===== config.mk =====
export PLATFORM = sky130hd
export DESIGN_NAME = regfile_wb_arbiter
export DESIGN_NICKNAME = d
export VERILOG_FILES = /design/src/rtl/regfile_wb_arbiter.sv
export SDC_FILE = /design/constraint.sdc
export NUM_CORES = 1
export LEC_CHECK = 0
export BUFFER_PORTS_ARGS = -buffer_cell sky130_fd_sc_hd__buf_2
export CORE_MARGIN = 2
export CORE_UTILIZATION = 35
export CTS_BUF_LIST = sky130_fd_sc_hd__clkbuf_8
export CTS_CLUSTER_DIAMETER = 40
export DETAILED_ROUTE_END_ITERATION = 10
export RECOVER_POWER = 25
export SYNTH_ARGS = -nofsm -noshare
export SYNTH_HDL_FRONTEND = slang
export SYNTH_SLANG_ARGS = --single-unit

===== constraint.sdc =====
create_clock -name clk -period 3.5 [get_ports clk]
set_input_delay 0.525 -clock clk [delete_from_list [all_inputs] [get_ports clk]]
set_output_delay 0.525 -clock clk [all_outputs]
set_load 0.03 [all_outputs]

===== src/rtl/regfile_wb_arbiter.sv =====
// rtl/regfile_wb_arbiter.sv - two-requester round-robin writeback arbiter for the register file write port
// Optional same-cycle bypass when both queues are empty: define RF_WB_BYPASS_EN.
module regfile_wb_arbiter #(
  parameter int DEPTH = 2,
  parameter int AW    = 5,
  parameter int DW    = 32
) (
  input  logic          clk,
  input  logic          rst,
  input  logic          req0_valid,
  output logic          req0_ready,
  input  logic [AW-1:0] req0_sel,
  input  logic [DW-1:0] req0_dat,
  input  logic          req1_valid,
  output logic          req1_ready,
  input  logic [AW-1:0] req1_sel,
  input  logic [DW-1:0] req1_dat,
  output logic          WEN,
  output logic [AW-1:0] wsel,
  output logic [DW-1:0] wdat,
  input  logic [AW-1:0] rsel1,
  input  logic [AW-1:0] rsel2,
  output logic          busy1,
  output logic          busy2,
  output logic          grant
);
  localparam int PW = (DEPTH > 1) ? $clog2(DEPTH) : 1;
  localparam int CW = PW + 1;
  localparam logic [CW-1:0] FULL_CNT = CW'(DEPTH);

  logic [AW-1:0] sel_q [2][DEPTH];
  logic [AW-1:0] sel_d [2][DEPTH];
  logic [DW-1:0] dat_q [2][DEPTH];
  logic [DW-1:0] dat_d [2][DEPTH];
  logic [PW-1:0] rptr_q [2];
  logic [PW-1:0] rptr_d [2];
  logic [PW-1:0] wptr_q [2];
  logic [PW-1:0] wptr_d [2];
  logic [CW-1:0] cnt_q [2];
  logic [CW-1:0] cnt_d [2];
  logic          rr_last_q, rr_last_d;

  logic [1:0]    in_valid;
  logic [AW-1:0] in_sel [2];
  logic [DW-1:0] in_dat [2];
  logic [1:0]    ready, live, elig, byp, pop, enq;
  logic          from_fifo, wen_c, gnt_c;

  assign in_valid  = {req1_valid, req0_valid};
  assign in_sel[0] = req0_sel;
  assign in_sel[1] = req1_sel;
  assign in_dat[0] = req0_dat;
  assign in_dat[1] = req1_dat;

  // ready depends on stored count only, so a full queue never accepts on the cycle it drains
  always_comb begin
    ready = 2'b00;
    live  = 2'b00;
    elig  = 2'b00;
    for (int i = 0; i < 2; i++) begin
      ready[i] = !rst && (cnt_q[i] < FULL_CNT);
      live[i]  = in_valid[i] && ready[i] && (in_sel[i] != '0);
      elig[i]  = !rst && (cnt_q[i] != '0);
    end
  end

  assign req0_ready = ready[0];
  assign req1_ready = ready[1];

  always_comb begin
    wen_c     = 1'b0;
    gnt_c     = 1'b0;
    from_fifo = 1'b0;
    byp       = 2'b00;
    if (elig == 2'b11) begin
      wen_c     = 1'b1;
      from_fifo = 1'b1;
      gnt_c     = !rr_last_q;
    end else if (elig != 2'b00) begin
      wen_c     = 1'b1;
      from_fifo = 1'b1;
      gnt_c     = elig[1];
    end
`ifdef RF_WB_BYPASS_EN
    else if (live != 2'b00) begin
      wen_c      = 1'b1;
      gnt_c      = (live == 2'b11) ? !rr_last_q : live[1];
      byp[gnt_c] = 1'b1;
    end
`endif
  end

  always_comb begin
    wsel = '0;
    wdat = '0;
    if (from_fifo) begin
      wsel = sel_q[gnt_c][rptr_q[gnt_c]];
      wdat = dat_q[gnt_c][rptr_q[gnt_c]];
    end else if (byp != 2'b00) begin
      wsel = in_sel[gnt_c];
      wdat = in_dat[gnt_c];
    end
  end

  assign WEN   = wen_c;
  assign grant = wen_c & gnt_c;

  always_comb begin
    sel_d     = sel_q;
    dat_d     = dat_q;
    pop       = 2'b00;
    enq       = 2'b00;
    rr_last_d = wen_c ? gnt_c : rr_last_q;
    for (int i = 0; i < 2; i++) begin
      pop[i]    = from_fifo && (int'(gnt_c) == i);
      enq[i]    = live[i] && !byp[i];
      rptr_d[i] = rptr_q[i] + PW'(pop[i]);
      wptr_d[i] = wptr_q[i] + PW'(enq[i]);
      cnt_d[i]  = cnt_q[i] + CW'(enq[i]) - CW'(pop[i]);
      if (enq[i]) begin
        sel_d[i][wptr_q[i]] = in_sel[i];
        dat_d[i][wptr_q[i]] = in_dat[i];
      end
    end
  end

  // Entry j is live when its distance from the read pointer is below the count
  always_comb begin
    logic          hit1, hit2;
    logic [PW-1:0] off;
    hit1 = 1'b0;
    hit2 = 1'b0;
    off  = '0;
    for (int i = 0; i < 2; i++) begin
      for (int j = 0; j < DEPTH; j++) begin
        off = PW'(j) - rptr_q[i];
        if (elig[i] && ({1'b0, off} < cnt_q[i])) begin
          if (sel_q[i][j] == rsel1) hit1 = 1'b1;
          if (sel_q[i][j] == rsel2) hit2 = 1'b1;
        end
      end
    end
    busy1 = hit1 && (rsel1 != '0);
    busy2 = hit2 && (rsel2 != '0);
  end

  always_ff @(posedge clk) begin
    if (rst) begin
      for (int i = 0; i < 2; i++) begin
        rptr_q[i] <= '0;
        wptr_q[i] <= '0;
        cnt_q[i]  <= '0;
      end
      rr_last_q <= 1'b1;
    end else begin
      rptr_q    <= rptr_d;
      wptr_q    <= wptr_d;
      cnt_q     <= cnt_d;
      rr_last_q <= rr_last_d;
    end
  end

  always_ff @(posedge clk) begin
    sel_q <= sel_d;
    dat_q <= dat_d;
  end

endmodule

==> results.json, run 1 <==
{
  "status": "complete, no violations",
  "clock.fmax_mhz": 331,
  "slowest_delay_ns": 0.86,
  "pin_count": 131,
  "rows": 51,
  "vias": 4151,
  "hold_path.class": "in2reg",
  "cts_tree": "done",
  "antenna_found_initial": 1,
  "diodes": 0,
  "post-route-drc-count": 0,
  "synth_area_sq_mm": 0.00688,
  "syn_nets": 554,
  "most-common-layout-cells": "edfxtp_1 (148), buf_2 (110), a211oi_1 (65)",
  "final-max-slew-violation-count": 0,
  "synth-seq-area-share_pct": 67.2,
  "crit_path_frequent_cell": "a211oi_1",
  "period_needed_ns": 3.02,
  "postCtsSetupBuffers": 0,
  "cellLeakagePower_nw": 2.84,
  "whs_ns": 0.270,
  "io_buffers": 130,
  "crit_fanout": 43,
  "drv_cap": 0,
  "postCtsHoldBufs": 0,
  "worstMarginPinSlew_ns": 0.802,
  "synth_top_area_cell": "edfxtp_1",
  "finalCritPeriodShare_pct": 86.4,
  "fp.dieW_microns": 144,
  "core_sq_mm": 0.0194,
  "fillers": 1811,
  "cp_data_arrival_time_ns": 2.50,
  "syn-instance-count": 458,
  "power_density_mw_per_mm2": 670,
  "crit_type": "reg2out",
  "hold_violations": 0,
  "via_per_inst": 4.84,
  "grt_pass1_wl_mm": 23.1,
  "drt_iter0_markers": 247,
  "first_pass_iters": 6,
  "setup_viol": 0,
  "initial_core_util_pct": 35.5,
  "rsz0062_at_grt": "no",
  "fin_nets": 676,
  "wirelength_mm": 15.1,
  "netlist_top_cells_area": "edfxtp_1 (65%), a211oi_1 (7.1%), mux2i_1 (5.4%)",
  "globalplace.congestion": 0.837,
  "track_usage_pct": 14.9,
  "synth-seq-cells": 157,
  "synth_top_area_share_pct": 64.6,
  "layout_commonest_cell": "edfxtp_1",
  "worstPathRequired_ns": 2.97,
  "h-tree-depth": 4,
  "chipHeight_microns": 144,
  "dpl.cell_count": 826,
  "cts_buffers": 17,
  "start_kind": "flop",
  "post-route-util_pct": 42.1,
  "crit_chain": "buf_4, a211oi_1, a211oi_1, buf_2",
  "hpwlAfterDp_mm": 10.2,
  "wl_per_cell_microns": 17.6,
  "ant_nets": 0,
  "clk_pin_slew_ns": 0.08,
  "grt_start_max_net_pins": 79,
  "synth_area_per_cell_sq_um": 15.0,
  "max-slew-margin-rel_pct": 46.5,
  "grt_pass1_vias": 4389,
  "clockBufferDepth": 2,
  "finClkSkew_ns": 0.0144,
  "drive_gt1_share_pct": 28.5,
  "ctsResizeCount": 0,
  "synth_cell_types": 30,
  "fin_cells": 858,
  "clock_sinks": 157,
  "dieArea_sq_mm": 0.0208,
  "cp-end-kind": "output pin",
  "yosys_warnings": 0,
  "slowest_stage": "dfxtp_2",
  "root_buffer": "clkbuf_8",
  "clock_latency_ns": 0.44,
  "setup_tns_ns": 0,
  "ir_drop_mv": 0.256,
  "area_delta_synth_final_pct": 18.7,
  "overflow": 0
}
sequential cells by signal, summed over array words and instances (netlist names):
| register | count |
|---|---|
| dat_q | 128 |
| sel_q | 20 |
| cnt_q | 4 |
| rptr_q | 2 |
| wptr_q | 2 |
| rr_last_q | 1 |
final timing paths:
check / startpoint / endpoint / slack, ns / depth (start not counted)
setup / recovery: rptr_q[1] / wdat[15] / 0.48 / 4
hold / removal: req1_dat[16] / dat_q[48] / 0.27 / 1
setup reg to reg: cnt_q[1] / cnt_q[3] / 1.39 / 9
hold reg to reg: rr_last_q / rr_last_q / 0.53 / 2
Yosys cell counts:
| library cell | count |
|---|---|
| a211oi_1 | 65 |
| a211oi_2 | 9 |
| a21o_1 | 1 |
| a21oi_1 | 4 |
| buf_1 | 1 |
| buf_2 | 12 |
| buf_4 | 4 |
| buf_6 | 4 |
| clkbuf_1 | 15 |
| clkbuf_4 | 1 |
| dfxtp_1 | 9 |
| edfxtp_1 | 148 |
| ha_1 | 8 |
| inv_1 | 9 |
| mux2i_1 | 37 |
| nand2b_1 | 2 |
| nand3_1 | 2 |
| nand4_1 | 8 |
| nor2_1 | 13 |
| nor2_2 | 1 |
| nor2b_1 | 39 |
| nor3_1 | 7 |
| nor3_4 | 1 |
| nor4_1 | 2 |
| o211a_1 | 2 |
| o21a_1 | 3 |
| o21bai_1 | 1 |
| or4_1 | 4 |
| xnor2_1 | 18 |
| xor2_1 | 28 |
power by group:
part           switching (mW)  internal, mW  total (mW)  leakage (nW)
Clock                   0.693         0.645        1.34         0.193
Sequential              0.138          2.24        2.38          1.43
Combinational            1.16         0.598        1.76          1.22
Total                    1.99          3.48        5.47          2.84
layer usage:
| layer | GRT usage [%] | wire (microns) | up-vias |
|---|---|---|---|
| met5 | 0 | 7 | - |
| met2 | 24.7 | 7300 | 111 |
| met1 | 19.1 | 6690 | 2024 |
| met3 | 4.44 | 864 | 20 |
| met4 | 4.45 | 224 | 2 |
| li1 | - | - | 1994 |
kinds of logic after synthesis:
logic type               count (synthesis)  share of synthesized area (%)
adder cells (fa/ha/maj)                  8                           1.46
buffers and inverters                   46                           3.44
AND/OR/NAND/NOR                         79                           6.77
AO/OA/AOI/OAI                           85                           9.86
XOR/XNOR                                46                           5.86
flip-flops                             157                           67.2
multiplexers                            37                           5.38
area by class of cell:
class | instances | area (sq um) | share of cell area, %
Clock buffer | 17 | 234 | 2.87
Clock inverter | 15 | 160 | 1.96
Inverter | 9 | 33.8 | 0.414
Multi-Input combinational cell | 255 | 2030 | 24.8
Sequential cell | 157 | 4630 | 56.7
Tap cell | 265 | 332 | 4.06
Timing Repair Buffer | 140 | 751 | 9.19
stage by stage:
stage	instance area (sq um)	total power, mW	setup WS, ns
5_1_grt	8170	5.78	0.279
6_report	8170	5.47	0.476
3_3_place_gp	7800	4.16	0.915
2_1_floorplan	6880	3.72	0.520
4_1_cts	8190	5.54	0.446
3_5_place_dp	7800	4.20	0.892
worst max-delay path, delay by kind of cell (launching register included):
kind	cells	cell delay [ns]
compound gates	2	0.45
flops	1	0.86
buf+inv	2	0.73
Power figures use the tool's default switching activity.
==> inputs of run 2 (changes only) <==
CELL_PAD_IN_SITES_DETAIL_PLACEMENT = 0   (was unset)
CELL_PAD_IN_SITES_GLOBAL_PLACEMENT = 2   (was unset)
CORE_UTILIZATION = 40   (was 35)
HOLD_SLACK_MARGIN = 0.08   (was unset)
PLACE_DENSITY_LB_ADDON = 0.1   (was unset)
==> results.json, run 2 (synthesis results as in run 1) <==
{
  "grt_pass1_wl_mm": 22.8,
  "ctsResizeCount": 0,
  "post-route-util_pct": 48.4,
  "hold_path.class": "in2reg",
  "fin_cells": 814,
  "postCtsSetupBuffers": 0,
  "period_needed_ns": 2.83,
  "hpwlAfterDp_mm": 9.47,
  "worstReg2RegStart": "cnt_q[1]",
  "worstMarginPinSlew_ns": 0.653,
  "rsz0062_at_grt": "no",
  "crit_type": "reg2out",
  "min_from": "req1_dat[3]",
  "pin_count": 131,
  "setup_tns_ns": 0,
  "dieArea_sq_mm": 0.0183,
  "area_delta_synth_final_pct": 17.5,
  "top_register": "dat_q",
  "vias": 4081,
  "dp_slack_ns": 0.881,
  "antenna_found_initial": 2,
  "wirelength_mm": 14.7,
  "finalCritPeriodShare_pct": 80.9,
  "clock_latency_ns": 0.45,
  "clk_pin_slew_ns": 0.09,
  "most-common-layout-cells": "edfxtp_1 (148), buf_2 (105), a211oi_1 (65)",
  "place_area_sq_mm": 0.00772,
  "crit_fanout": 78,
  "setup_viol": 0,
  "total_power_mw": 5.44,
  "start_kind": "flop",
  "power_density_mw_per_mm2": 673,
  "via_per_inst": 5.01,
  "reg2reg_to": "cnt_q[2]",
  "drive_gt1_share_pct": 27.7,
  "largest_reg_flops": 128,
  "clock.fmax_mhz": 353,
  "cts_buffers": 17,
  "io_buffers": 130,
  "post-route-drc-count": 0,
  "cp-end-kind": "output pin",
  "fin_nets": 675,
  "ant_nets": 0,
  "rows": 47,
  "chipHeight_microns": 135,
  "grt_start_max_net_pins": 79,
  "rr_worst_depth": 7,
  "clockBufferDepth": 2,
  "cp_data_arrival_time_ns": 2.31,
  "reg_top3": "dat_q (128), sel_q (20), cnt_q (4)",
  "fp.dieW_microns": 135,
  "hold_path_depth": 1,
  "max-slew-margin-rel_pct": 56.5,
  "fin_ws_ns": 0.669,
  "finClkSkew_ns": 0.0153,
  "final-max-slew-violation-count": 0,
  "cts_tree": "done",
  "drt_iter0_markers": 174,
  "overflow": 0,
  "hold_path_end": "dat_q[3]",
  "whs_ns": 0.255,
  "status": "complete, no violations",
  "final_area_sq_mm": 0.00808,
  "h-tree-depth": 4,
  "worstPathRequired_ns": 2.97,
  "core_sq_mm": 0.0167,
  "postCtsHoldBufs": 0,
  "track_usage_pct": 16.6,
  "layout_commonest_cell": "edfxtp_1",
  "first_pass_iters": 4,
  "clock_sinks": 157,
  "initial_core_util_pct": 41.2,
  "root_buffer": "clkbuf_8",
  "wl_per_cell_microns": 18.1,
  "cellLeakagePower_nw": 2.83,
  "globalplace.congestion": 0.764,
  "drv_cap": 0,
  "dpl.cell_count": 780,
  "grt_pass1_vias": 4233,
  "hold_violations": 0,
  "r2r_slack_ns": 1.28,
  "ir_drop_mv": 0.368
}
run 2: cell types whose count changed in the layout (fill, tap and decap cells not counted), sizes merged:
cell      delta
buf          -6
bufinv       -1
clkbuf       +5
clkinv       +4
clkinvlp     -3
diode        +2
run 2: how the worst max path moves through the flow:
stage | startpoint | end | slack, ns
3_5_place_dp | rst | wsel[1] | 0.88
5_1_grt | rptr_q[0] | wdat[15] | 0.51
4_1_cts | rptr_q[0] | wdat[15] | 0.61
6_report | cnt_q[1] | wdat[15] | 0.67
3_3_place_gp | rst | wdat[8] | 0.92
2_1_floorplan | rst | dat_q[64] | 0.52
run 2: routing by layer:
metal	vias up	wire, microns	global-route usage [%]
li1	1996	-	-
met1	1988	6590	21.5
met2	89	7260	27.3
met3	8	720	4.45
met4	0	147	5.21
met5	-	0	0
run 2: worst max-delay path, stage by stage, from the launching register on:
cell and delay (ns):
dfxtp_1 0.48, nor2_2 0.11, nor3_4 0.20, buf_12 0.34, a211oi_1 0.10, a211oi_1 0.31
buf_2 0.26
run 2: cell type report:
type	count	area (sq um)
Clock buffer	17	234
Sequential cell	157	4630
Antenna cell	2	5.00
Clock inverter	15	154
Timing Repair Buffer	139	724
Tap cell	220	275
Inverter	9	33.8
Fill cell	1508	8620
Multi-Input combinational cell	255	2030
run 2: power breakdown:
group / leakage (nW) / internal, mW / switching (mW)
sequential: 1.43 / 2.24 / 0.109
clock: 0.202 / 0.586 / 0.727
combinational: 1.20 / 0.590 / 1.19
==> inputs of run 3 (changes only) <==
CORE_UTILIZATION = 36   (was 40)
clock period = 2.6 ns   (was 3.5 ns; I/O delays follow)
==> results.json, run 3 (synthesis results as in run 1) <==
{
  "antenna_found_initial": 0,
  "layout_commonest_cell": "edfxtp_1",
  "ant_nets": 0,
  "fp.dieW_microns": 142,
  "r2r_slack_ns": 0.48,
  "finClkSkew_ns": 0.0128,
  "hold_path_end": "dat_q[118]",
  "fin_ws_ns": 0.118,
  "hpwlAfterDp_mm": 10.1,
  "dieArea_sq_mm": 0.0202,
  "h-tree-depth": 4,
  "grt_pass1_vias": 4445,
  "cp-end-kind": "output pin",
  "clkPwrFrac_pct": 25.1,
  "rows": 50,
  "chipHeight_microns": 142,
  "hold_violations": 0,
  "root_buffer": "clkbuf_8",
  "rsz0062_at_grt": "no",
  "area_delta_synth_final_pct": 27.7,
  "reg2reg_to": "cnt_q[3]",
  "period_needed_ns": 2.48,
  "fin_cells": 877,
  "hold_path.class": "in2reg",
  "most-common-layout-cells": "edfxtp_1 (148), buf_2 (77), a211oi_1 (56)",
  "cts_tree": "done",
  "initial_core_util_pct": 36.8,
  "crit_type": "reg2out",
  "pin_count": 131,
  "setup_viol": 0,
  "diodes": 0,
  "first_pass_iters": 4,
  "top_register": "dat_q",
  "switching_share_pct": 36.3,
  "clockBufferDepth": 2,
  "status": "complete, no violations",
  "crit_path_start": "sel_q[0]",
  "grt_use_met3_pct": 5.38,
  "wl_per_cell_microns": 18.3,
  "crit_fanout": 3,
  "dpl.cell_count": 794,
  "wirelength_mm": 16.1,
  "cellLeakagePower_nw": 3.06,
  "ir_drop_mv": 0.511,
  "clk_pin_slew_ns": 0.09,
  "via_per_inst": 4.90,
  "met1_usage_pct": 20.0,
  "overflow": 0,
  "core_sq_mm": 0.0187,
  "min_from": "req0_dat[22]",
  "p_sw_mw": 2.91,
  "dp_slack_ns": 0.182,
  "grt_start_max_net_pins": 38,
  "worstPathRequired_ns": 2.21,
  "p_int_mw": 5.09,
  "total_power_mw": 8.00,
  "max-slew-margin-rel_pct": 27.9,
  "globalplace.congestion": 0.789,
  "use_met2_pct": 26.9,
  "io_buffers": 130,
  "final-max-slew-violation-count": 0,
  "largest_reg_flops": 128,
  "drt_iter0_markers": 167,
  "cts_buffers": 17,
  "cp_data_arrival_time_ns": 2.09,
  "worstReg2RegStart": "cnt_q[3]",
  "start_kind": "flop",
  "clock_sinks": 157,
  "drive_gt1_share_pct": 26.9,
  "fin_nets": 726,
  "finalCritPeriodShare_pct": 95.5,
  "vias": 4296,
  "clock_latency_ns": 0.47,
  "grt_most_used_layer": "met2",
  "clock.fmax_mhz": 403,
  "rr_worst_depth": 11,
  "grt_pass1_wl_mm": 24.2,
  "post-route-util_pct": 47.0,
  "hold_path_depth": 1,
  "reg_top3": "dat_q (128), sel_q (20), cnt_q (4)",
  "power_density_mw_per_mm2": 910,
  "track_usage_pct": 16.3,
  "setup_tns_ns": 0,
  "combPwrFrac_pct": 35.1,
  "worstMarginPinSlew_ns": 1.08,
  "drv_cap": 0,
  "pwr-share-seq_pct": 39.8,
  "post-route-drc-count": 0
}
## run 3: power by group through the flow
stage	logic, mW	registers, mW	clock network [mW]
after CTS	2.70	3.18	2.06
after detailed placement	2.51	3.23	0
after global routing	3.05	3.21	2.17
after global placement	2.48	3.23	0
after floorplan	1.86	3.15	0
final	2.81	3.18	2.01
## run 3: area by class of cell
class                      count  area [sq um]
multi-input combinational    255          2090
sequential                   157          4640
inverter                       9          33.8
clock inverter                15           199
timing repair buffer         190          1290
tap                          234           293
fill                        1707          9920
clock buffer                  17           234
## run 3: timing repair
item	4_1_cts	5_1_grt
setup endpoints to repair	22	39
setup buffers	4	2
pin swaps	5	5
cloned	1	2
gates resized for setup	23	17
hold buffers	6	37
endpoints found under the hold margin	11	68
## run 3: how the worst max path moves through the flow
| stage | to | cells past startpoint |
|---|---|---|
| final | busy2 | 6 |
| after global routing | wdat[20] | 7 |
| after CTS | wdat[3] | 7 |
| after detailed placement | wdat[10] | 7 |
| after global placement | wdat[10] | 7 |
| after floorplan | dat_q[64] | 5 |
## run 3: layer usage
metal	wire length, microns	vias up
li1	-	2101
met2	7870	91
met3	717	20
met5	0	-
met4	266	0
met1	7240	2084
## run 3: worst max-delay path, cell delays in order, from the launching register on
cell and delay [ns]:
edfxtp_1 0.48, xor2_1 0.21, nor4_1 0.35, nand4_1 0.17, nand4_1 0.10, o21a_1 0.13, buf_2 0.19
## run 3: metrics by stage
stage / cell area [sq um] / hold WS [ns]
final: 8780 / 0.124
after global routing: 8780 / 0.0801
after CTS: 8360 / 0.0802
after detailed placement: 7740 / 0.511
after global placement: 7740 / 0.501
after floorplan: 6880 / 0.479
